**config.mk**
```make
export PLATFORM = sky130hd
export DESIGN_NAME = bt656_pattern_gen
export DESIGN_NICKNAME = d
export VERILOG_FILES = /design/src/rtl/bt656_pattern_gen.sv
export SDC_FILE = /design/constraint.sdc
export NUM_CORES = 1
export LEC_CHECK = 0
export CAP_MARGIN = 30
export CORE_MARGIN = 4
export CORE_UTILIZATION = 60
export DETAILED_ROUTE_END_ITERATION = 8
export PLACE_DENSITY_LB_ADDON = 0.12
export SLEW_MARGIN = 10
export SYNTH_ARGS = -nofsm -noshare
export SYNTH_HDL_FRONTEND = slang
export SYNTH_SLANG_ARGS = --single-unit
```
**constraint.sdc**
```tcl
create_clock -name bt_clock -period 5.2 [get_ports bt_clock]
set_input_delay 0.52 -clock bt_clock [delete_from_list [all_inputs] [get_ports bt_clock]]
set_output_delay 0.52 -clock bt_clock [all_outputs]
set_load 0.02 [all_outputs]
```
**src/rtl/bt656_pattern_gen.sv**
```systemverilog
// ---------------------------------------------------------------------------
// bt656_pattern_gen
//   625-line BT.656 (PAL, 8-bit 4:2:2) test-pattern source.  Emits EAV/SAV
//   timing reference codes with protection bits, blanking fill and one of
//   four selectable active-video patterns.  Serves as bring-up stimulus and
//   as an on-chip fallback source when no video decoder is fitted.
//
// Ports
//   bt_clock     in   1   27 MHz byte clock
//   reset        in   1   asynchronous, active-high
//   enable       in   1   run request; acted on in IDLE and at frame end
//   pattern_sel  in   2   0 grey, 1 luma ramp, 2 75% bars, 3 checkerboard
//   bt_data      out  8   BT.656 byte stream (registered)
//   frame_start  out  1   one-cycle pulse with the 0xFF of line-1 EAV
//   field        out  1   F bit of the line being output
//   active       out  1   high while bt_data carries active-video samples
//   line_num     out  10  line being output, 1..625
//
// All outputs are registered and mutually aligned: the byte computed for
// counter position n appears on bt_data one cycle after the counter held n.
// ---------------------------------------------------------------------------
module bt656_pattern_gen #(
    parameter int ACTIVE_SAMPLES = 1440,
    parameter int BLANK_SAMPLES  = 280,
    parameter int FRAME_LINES    = 625,
    parameter int BAR_PIXELS     = 90
) (
    input  logic       bt_clock,
    input  logic       reset,
    input  logic       enable,
    input  logic [1:0] pattern_sel,
    output logic [7:0] bt_data,
    output logic       frame_start,
    output logic       field,
    output logic       active,
    output logic [9:0] line_num
);

    // Horizontal landmarks: EAV at 0..3, blanking, SAV, then active samples.
    localparam logic [10:0] SAV_C    = 11'(BLANK_SAMPLES + 4);
    localparam logic [10:0] SAV1_C   = 11'(BLANK_SAMPLES + 5);
    localparam logic [10:0] SAV2_C   = 11'(BLANK_SAMPLES + 6);
    localparam logic [10:0] SAV3_C   = 11'(BLANK_SAMPLES + 7);
    localparam logic [10:0] ACT_C    = 11'(BLANK_SAMPLES + 8);
    localparam logic [10:0] H_LAST_C = 11'(ACTIVE_SAMPLES + BLANK_SAMPLES + 7);
    localparam logic [9:0]  L_LAST_C = 10'(FRAME_LINES);

    typedef enum logic [0:0] {
        ST_IDLE = 1'b0,
        ST_RUN  = 1'b1
    } state_t;

    // XY word of a timing reference code with its Hamming protection bits.
    function automatic logic [7:0] trs_xy(input logic f, input logic v, input logic h);
        trs_xy = {1'b1, f, v, h, v ^ h, f ^ h, f ^ v, f ^ v ^ h};
    endfunction

    // 75% colour bar table, {Y, Cb, Cr}, bar 0 (white) .. bar 7 (black).
    function automatic logic [23:0] bar_ycc(input logic [2:0] bar);
        case (bar)
            3'd0:    bar_ycc = {8'd180, 8'd128, 8'd128};
            3'd1:    bar_ycc = {8'd162, 8'd44,  8'd142};
            3'd2:    bar_ycc = {8'd131, 8'd156, 8'd44};
            3'd3:    bar_ycc = {8'd112, 8'd72,  8'd58};
            3'd4:    bar_ycc = {8'd84,  8'd184, 8'd198};
            3'd5:    bar_ycc = {8'd65,  8'd100, 8'd212};
            3'd6:    bar_ycc = {8'd35,  8'd212, 8'd114};
            3'd7:    bar_ycc = {8'd16,  8'd128, 8'd128};
            default: bar_ycc = {8'd16,  8'd128, 8'd128};
        endcase
    endfunction

    state_t      state_q, state_d;
    logic [10:0] h_cnt_q, h_cnt_d;
    logic [9:0]  line_q, line_d;
    logic [1:0]  pat_q, pat_d;
    logic [7:0]  bt_data_q, bt_data_d;
    logic        frame_start_q, frame_start_d;
    logic        field_q, field_d;
    logic        active_q, active_d;
    logic [9:0]  line_num_q, line_num_d;

    logic        f_s;
    logic        v_s;
    logic        run_s;
    logic        frame_top_s;
    logic        act_s;
    logic [7:0]  fill_s;
    logic [10:0] k_s;
    logic [9:0]  pixel_s;
    logic [9:0]  active_line_s;
    logic [2:0]  bar_s;
    logic [8:0]  ramp_sum_s;
    logic [7:0]  y_s;
    logic [7:0]  cb_s;
    logic [7:0]  cr_s;
    logic [23:0] ycc_s;
    logic [7:0]  video_s;
    logic [7:0]  byte_s;

    // Field/vertical-blanking decode and raster position of the current byte.
    always_comb begin
        f_s = (line_q >= 10'd313);
        v_s = (line_q <= 10'd22) ||
              ((line_q >= 10'd311) && (line_q <= 10'd335)) ||
              (line_q >= 10'd624);
        fill_s  = h_cnt_q[0] ? 8'h10 : 8'h80;
        k_s     = h_cnt_q - ACT_C;
        pixel_s = k_s[10:1];
        if (f_s) begin
            active_line_s = line_q - 10'd336;
        end else begin
            active_line_s = line_q - 10'd23;
        end
        act_s       = (!v_s) && (h_cnt_q >= ACT_C);
        run_s       = (state_q == ST_RUN) || enable;
        frame_top_s = run_s && (h_cnt_q == 11'd0) && (line_q == 10'd1);
    end

    // Colour bar index: the highest bar whose left edge the pixel has reached.
    always_comb begin
        bar_s = 3'd0;
        for (int i = 1; i < 8; i++) begin
            bar_s = ({22'd0, pixel_s} >= 32'(i * BAR_PIXELS)) ? 3'(i) : bar_s;
        end
    end

    // Active-video sample for the latched pattern; chroma phase picks Cb/Y/Cr/Y.
    always_comb begin
        ramp_sum_s = 9'd16 + {1'b0, pixel_s[9:2]};
        ycc_s      = bar_ycc(bar_s);
        case (pat_q)
            2'd0: begin
                y_s  = 8'h80;
                cb_s = 8'h80;
                cr_s = 8'h80;
            end
            2'd1: begin
                y_s  = (ramp_sum_s > 9'd235) ? 8'd235 : ramp_sum_s[7:0];
                cb_s = 8'h80;
                cr_s = 8'h80;
            end
            2'd2: begin
                y_s  = ycc_s[23:16];
                cb_s = ycc_s[15:8];
                cr_s = ycc_s[7:0];
            end
            2'd3: begin
                y_s  = (pixel_s[4] ^ active_line_s[4]) ? 8'd235 : 8'd16;
                cb_s = 8'h80;
                cr_s = 8'h80;
            end
            default: begin
                y_s  = 8'h80;
                cb_s = 8'h80;
                cr_s = 8'h80;
            end
        endcase
        case (k_s[1:0])
            2'd0:    video_s = cb_s;
            2'd2:    video_s = cr_s;
            default: video_s = y_s;
        endcase
    end

    // Byte for the current counter position: TRS words, blanking fill or video.
    always_comb begin
        if ((h_cnt_q == 11'd0) || (h_cnt_q == SAV_C)) begin
            byte_s = 8'hFF;
        end else if ((h_cnt_q == 11'd1) || (h_cnt_q == 11'd2) ||
                     (h_cnt_q == SAV1_C) || (h_cnt_q == SAV2_C)) begin
            byte_s = 8'h00;
        end else if (h_cnt_q == 11'd3) begin
            byte_s = trs_xy(f_s, v_s, 1'b1);
        end else if (h_cnt_q == SAV3_C) begin
            byte_s = trs_xy(f_s, v_s, 1'b0);
        end else if ((h_cnt_q < ACT_C) || v_s) begin
            byte_s = fill_s;
        end else begin
            byte_s = video_s;
        end
    end

    // Run/idle sequencing, raster counters, pattern latch and output staging.
    always_comb begin
        state_d       = state_q;
        h_cnt_d       = h_cnt_q;
        line_d        = line_q;
        pat_d         = pat_q;
        bt_data_d     = (bt_data_q == 8'h80) ? 8'h10 : 8'h80;
        frame_start_d = 1'b0;
        field_d       = 1'b0;
        active_d      = 1'b0;
        line_num_d    = line_q;
        if (run_s) begin
            // IDLE with enable set emits line-1 EAV in this very cycle.
            state_d       = ST_RUN;
            bt_data_d     = byte_s;
            frame_start_d = frame_top_s;
            field_d       = f_s;
            active_d      = act_s;
            if (frame_top_s) begin
                pat_d = pattern_sel;
            end else begin
                pat_d = pat_q;
            end
            if (h_cnt_q == H_LAST_C) begin
                h_cnt_d = 11'd0;
                if (line_q == L_LAST_C) begin
                    line_d  = 10'd1;
                    state_d = enable ? ST_RUN : ST_IDLE;
                end else begin
                    line_d = line_q + 10'd1;
                end
            end else begin
                h_cnt_d = h_cnt_q + 11'd1;
            end
        end else begin
            state_d = ST_IDLE;
            h_cnt_d = 11'd0;
            line_d  = 10'd1;
        end
    end

    // State and output registers; reset abandons any line in progress.
    always_ff @(posedge bt_clock or posedge reset) begin
        if (reset) begin
            state_q       <= ST_IDLE;
            h_cnt_q       <= 11'd0;
            line_q        <= 10'd1;
            pat_q         <= 2'd0;
            bt_data_q     <= 8'h80;
            frame_start_q <= 1'b0;
            field_q       <= 1'b0;
            active_q      <= 1'b0;
            line_num_q    <= 10'd1;
        end else begin
            state_q       <= state_d;
            h_cnt_q       <= h_cnt_d;
            line_q        <= line_d;
            pat_q         <= pat_d;
            bt_data_q     <= bt_data_d;
            frame_start_q <= frame_start_d;
            field_q       <= field_d;
            active_q      <= active_d;
            line_num_q    <= line_num_d;
        end
    end

    assign bt_data     = bt_data_q;
    assign frame_start = frame_start_q;
    assign field       = field_q;
    assign active      = active_q;
    assign line_num    = line_num_q;

endmodule

```
==> results.json <==
{
  "nNetsFinal": 470,
  "ys.flop_type": "dfrtp_1",
  "insertion_delay_ns": 0.30,
  "worstReg2RegEnd": "bt_data[4]",
  "grt_max_degree": 46,
  "routed_wl_um": 10300,
  "fillers": 482,
  "antenna_found_initial": 0,
  "post_cts_resized": 0,
  "syn_to_final_growth_pct": 9.09,
  "synth-edff-count": 0,
  "cts_tree": "done",
  "clockBufferDepth": 2,
  "num_vias": 3541,
  "first_pass_iters": 7,
  "die_area_um2": 7490,
  "synth_top_cell_by_area": "dfrtp_1",
  "min_period_ns": 4.36,
  "grt_pass1_vias": 3213,
  "final.setup_skew_ns": 0.0152,
  "die_x_um": 86.6,
  "tightest_slew_ns": 0.899,
  "initial_core_util": 0.622,
  "core_um2": 5960,
  "holdBufCountCts": 0,
  "place_congestion": 0.931,
  "grt_pass1_wl_um": 17000,
  "via_per_inst": 6.86,
  "cp_top_family": "compound AO/OA/AOI/OAI gates",
  "dp_hpwl_um": 7550,
  "cp_common_cell": "ha_1",
  "io_pins": 26,
  "synth_cell_type_count": 77,
  "rows": 28,
  "wl_per_cell_um": 20.0,
  "slew_viol_final": 0,
  "path_cells": "inv_1, ha_1, xor2_1, inv_1, ha_1, nand2_1, o221ai_1, o41ai_1, a31oi_1, o22a_1, ha_1, nor2_1, a211oi_1, nor4_1, o31a_1, a211oi_1",
  "p_per_area_nw_per_um2": 493,
  "critPathMaxFanout": 13,
  "start_kind": "flop",
  "synth_top_area_share": 0.284,
  "fmax_mhz": 229,
  "worstSetupEndpoint": "bt_data[4]",
  "route.detailed.drc": 0,
  "end_kind": "flop",
  "drive_gt1_frac": 0.0839,
  "min_path_type": "input port to asynchronous set/reset pin",
  "clockRootBuffer": "clkbuf_8",
  "grt_overflow": 0,
  "arrival_ns": 4.55,
  "cp.required_ns": 5.39,
  "r2r_setup_slack_ns": 0.84,
  "cts.clk_slew.worst_paths_ns": 0.09,
  "antenna_cells": 0,
  "setup_viol": 0,
  "ys_seq_area_frac": 0.305,
  "final_cell_area_um2": 4040,
  "die_y_um": 86.6,
  "io_buffers": 25,
  "rsz0062_at_grt": "false",
  "worstSetupPathType": "flop to flop",
  "reg2reg_from": "h_cnt_q[6]",
  "htree_levels": 2,
  "grt_usage": 0.284,
  "reg2reg_depth": 16,
  "cp_slowest_cell": "dfrtp_1",
  "synth_seq_cells": 45,
  "yosys-top-cells-area": "dfrtp_1, ha_1, nor2_1",
  "syn_nets": 463,
  "cp_slowest_stage_delay_ns": 0.57,
  "drtIter0Drc": 480,
  "post_cts_buffers": 0,
  "ys_warn_count": 0,
  "clock_sinks": 45,
  "slew_headroom": 0.398,
  "setup.worst_path.start": "h_cnt_q[6]",
  "tns_ns": 0,
  "place_area_um2": 3910,
  "leakage_nw": 1.70,
  "cts_buffers": 5,
  "postSynthCellCount": 433,
  "synth.avg_cell_area_um2": 8.55,
  "ir_drop_mv": 0.368,
  "finalCritPeriodShare": 0.838,
  "hold_violations": 0,
  "cp.depth": 16,
  "critPathBufInv": 2,
  "maxCapViolCount": 0,
  "netlist_area_um2": 3700,
  "status": "finished clean",
  "async_flop_share": 1.00,
  "ant_nets": 0
}
[state kept, by name (all words and copies together), names as in the netlist]
name	flops
active	1
bt_data	8
field	1
frame_start	1
h_cnt_q	11
line_num	10
line_num_d	10
pat_q	2
state_q	1
[per-layer routing]
| metal | wire (um) | up-vias | global-route usage |
|---|---|---|---|
| li1 | - | 1643 | - |
| met1 | 4650 | 1710 | 0.429 |
| met2 | 4720 | 172 | 0.430 |
| met3 | 840 | 16 | 0.0523 |
| met4 | 99 | 0 | 0.0467 |
| met5 | 0 | - | 0 |
[Yosys cell counts, drive strengths merged, types with 4 or more instances]
| cell type | instances |
|---|---|
| xnor2 | 6 |
| o31a | 4 |
| and4 | 4 |
| nor2 | 33 |
| nor4 | 12 |
| nor3 | 12 |
| nand4 | 6 |
| inv | 23 |
| o211ai | 4 |
| a211oi | 5 |
| nor3b | 5 |
| ha | 25 |
| nand3 | 19 |
| nand2 | 33 |
| a31oi | 16 |
| o2111ai | 4 |
| or2 | 5 |
| nor2b | 6 |
| nand2b | 4 |
| a21oi | 15 |
| clkbuf | 9 |
| dfrtp | 42 |
| o31ai | 7 |
| and3 | 11 |
| buf | 18 |
| xor2 | 6 |
| or3 | 5 |
| o21ai | 33 |
[where the power goes]
group | internal, W | switching (W)
clock | 0.000143 | 0.000113
sequential | 0.000392 | 0.000123
combinational | 0.000450 | 0.000771
total | 0.000985 | 0.00101
[cell type report]
| class | instances | area (um^2) | share of cell area |
|---|---|---|---|
| inverter | 23 | 86.3 | 0.0214 |
| sequential | 45 | 1130 | 0.280 |
| timing repair buffer | 27 | 278 | 0.0688 |
| clock inverter | 2 | 35.0 | 0.00867 |
| tap | 75 | 93.8 | 0.0232 |
| clock buffer | 6 | 72.6 | 0.0180 |
| multi-input combinational | 338 | 2340 | 0.580 |
[kinds of logic after synthesis]
logic type | Yosys count | share of synthesized area
flip-flops | 45 | 0.305
multiplexers | 2 | 0.00608
AND/OR/NAND/NOR | 171 | 0.259
AO/OA/AOI/OAI | 128 | 0.256
XOR/XNOR | 12 | 0.0284
buffers and inverters | 50 | 0.0618
adder cells (fa/ha/maj) | 25 | 0.0845
[worst min-delay path by stage]
stage / cells past startpoint / slack [ns] / endpoint
after floorplan: 0 / 0.35 / line_num[2]
after global routing: 0 / 0.41 / line_num[0]
after detailed placement: 0 / 0.39 / line_num[0]
after CTS: 0 / 0.40 / line_num[0]
final: 2 / 0.40 / line_num[7]
after global placement: 0 / 0.39 / line_num[0]
[cells in the final DEF, fill, tap and decap left out, types with 3 or more instances in the layout]
master / Yosys / layout
and4_1: 4 / 4
a211oi_1: 5 / 5
dfstp_2: 3 / 3
o31a_1: 4 / 4
or2_2: 5 / 5
nand2_1: 32 / 32
o211ai_1: 4 / 4
nor4b_1: 3 / 3
a221oi_1: 3 / 3
nor2b_1: 6 / 6
nor4_1: 10 / 10
clkdlybuf4s50_1: 0 / 25
nand2b_1: 4 / 4
xor2_1: 6 / 6
o2111ai_1: 4 / 4
or3_1: 4 / 4
a21oi_1: 15 / 15
nand4_1: 6 / 6
and3_1: 10 / 10
nand3_1: 18 / 18
a31oi_1: 15 / 15
o21ai_1: 9 / 9
inv_1: 22 / 21
ha_1: 25 / 25
nor3_1: 12 / 12
nor3b_1: 5 / 5
nor2_1: 33 / 33
dfrtp_1: 42 / 42
o31ai_1: 6 / 6
clkbuf_8: 0 / 5
o41ai_1: 3 / 3
o21ai_0: 24 / 24
xnor2_1: 6 / 6
[stage by stage]
step           utilization  cells  setup WS [ns]  total power [W]  hold slack, ns
6_report             0.678    516          0.841          0.00199           0.402
5_1_grt              0.678    516          0.467          0.00213           0.409
4_1_cts              0.675    515           1.02          0.00195           0.403
3_5_place_dp         0.657    507           1.03          0.00169           0.392
3_3_place_gp         0.657    507           1.21          0.00169           0.389
2_1_floorplan            -    433           1.53          0.00143           0.349
(Power assumes the default switching activity.)
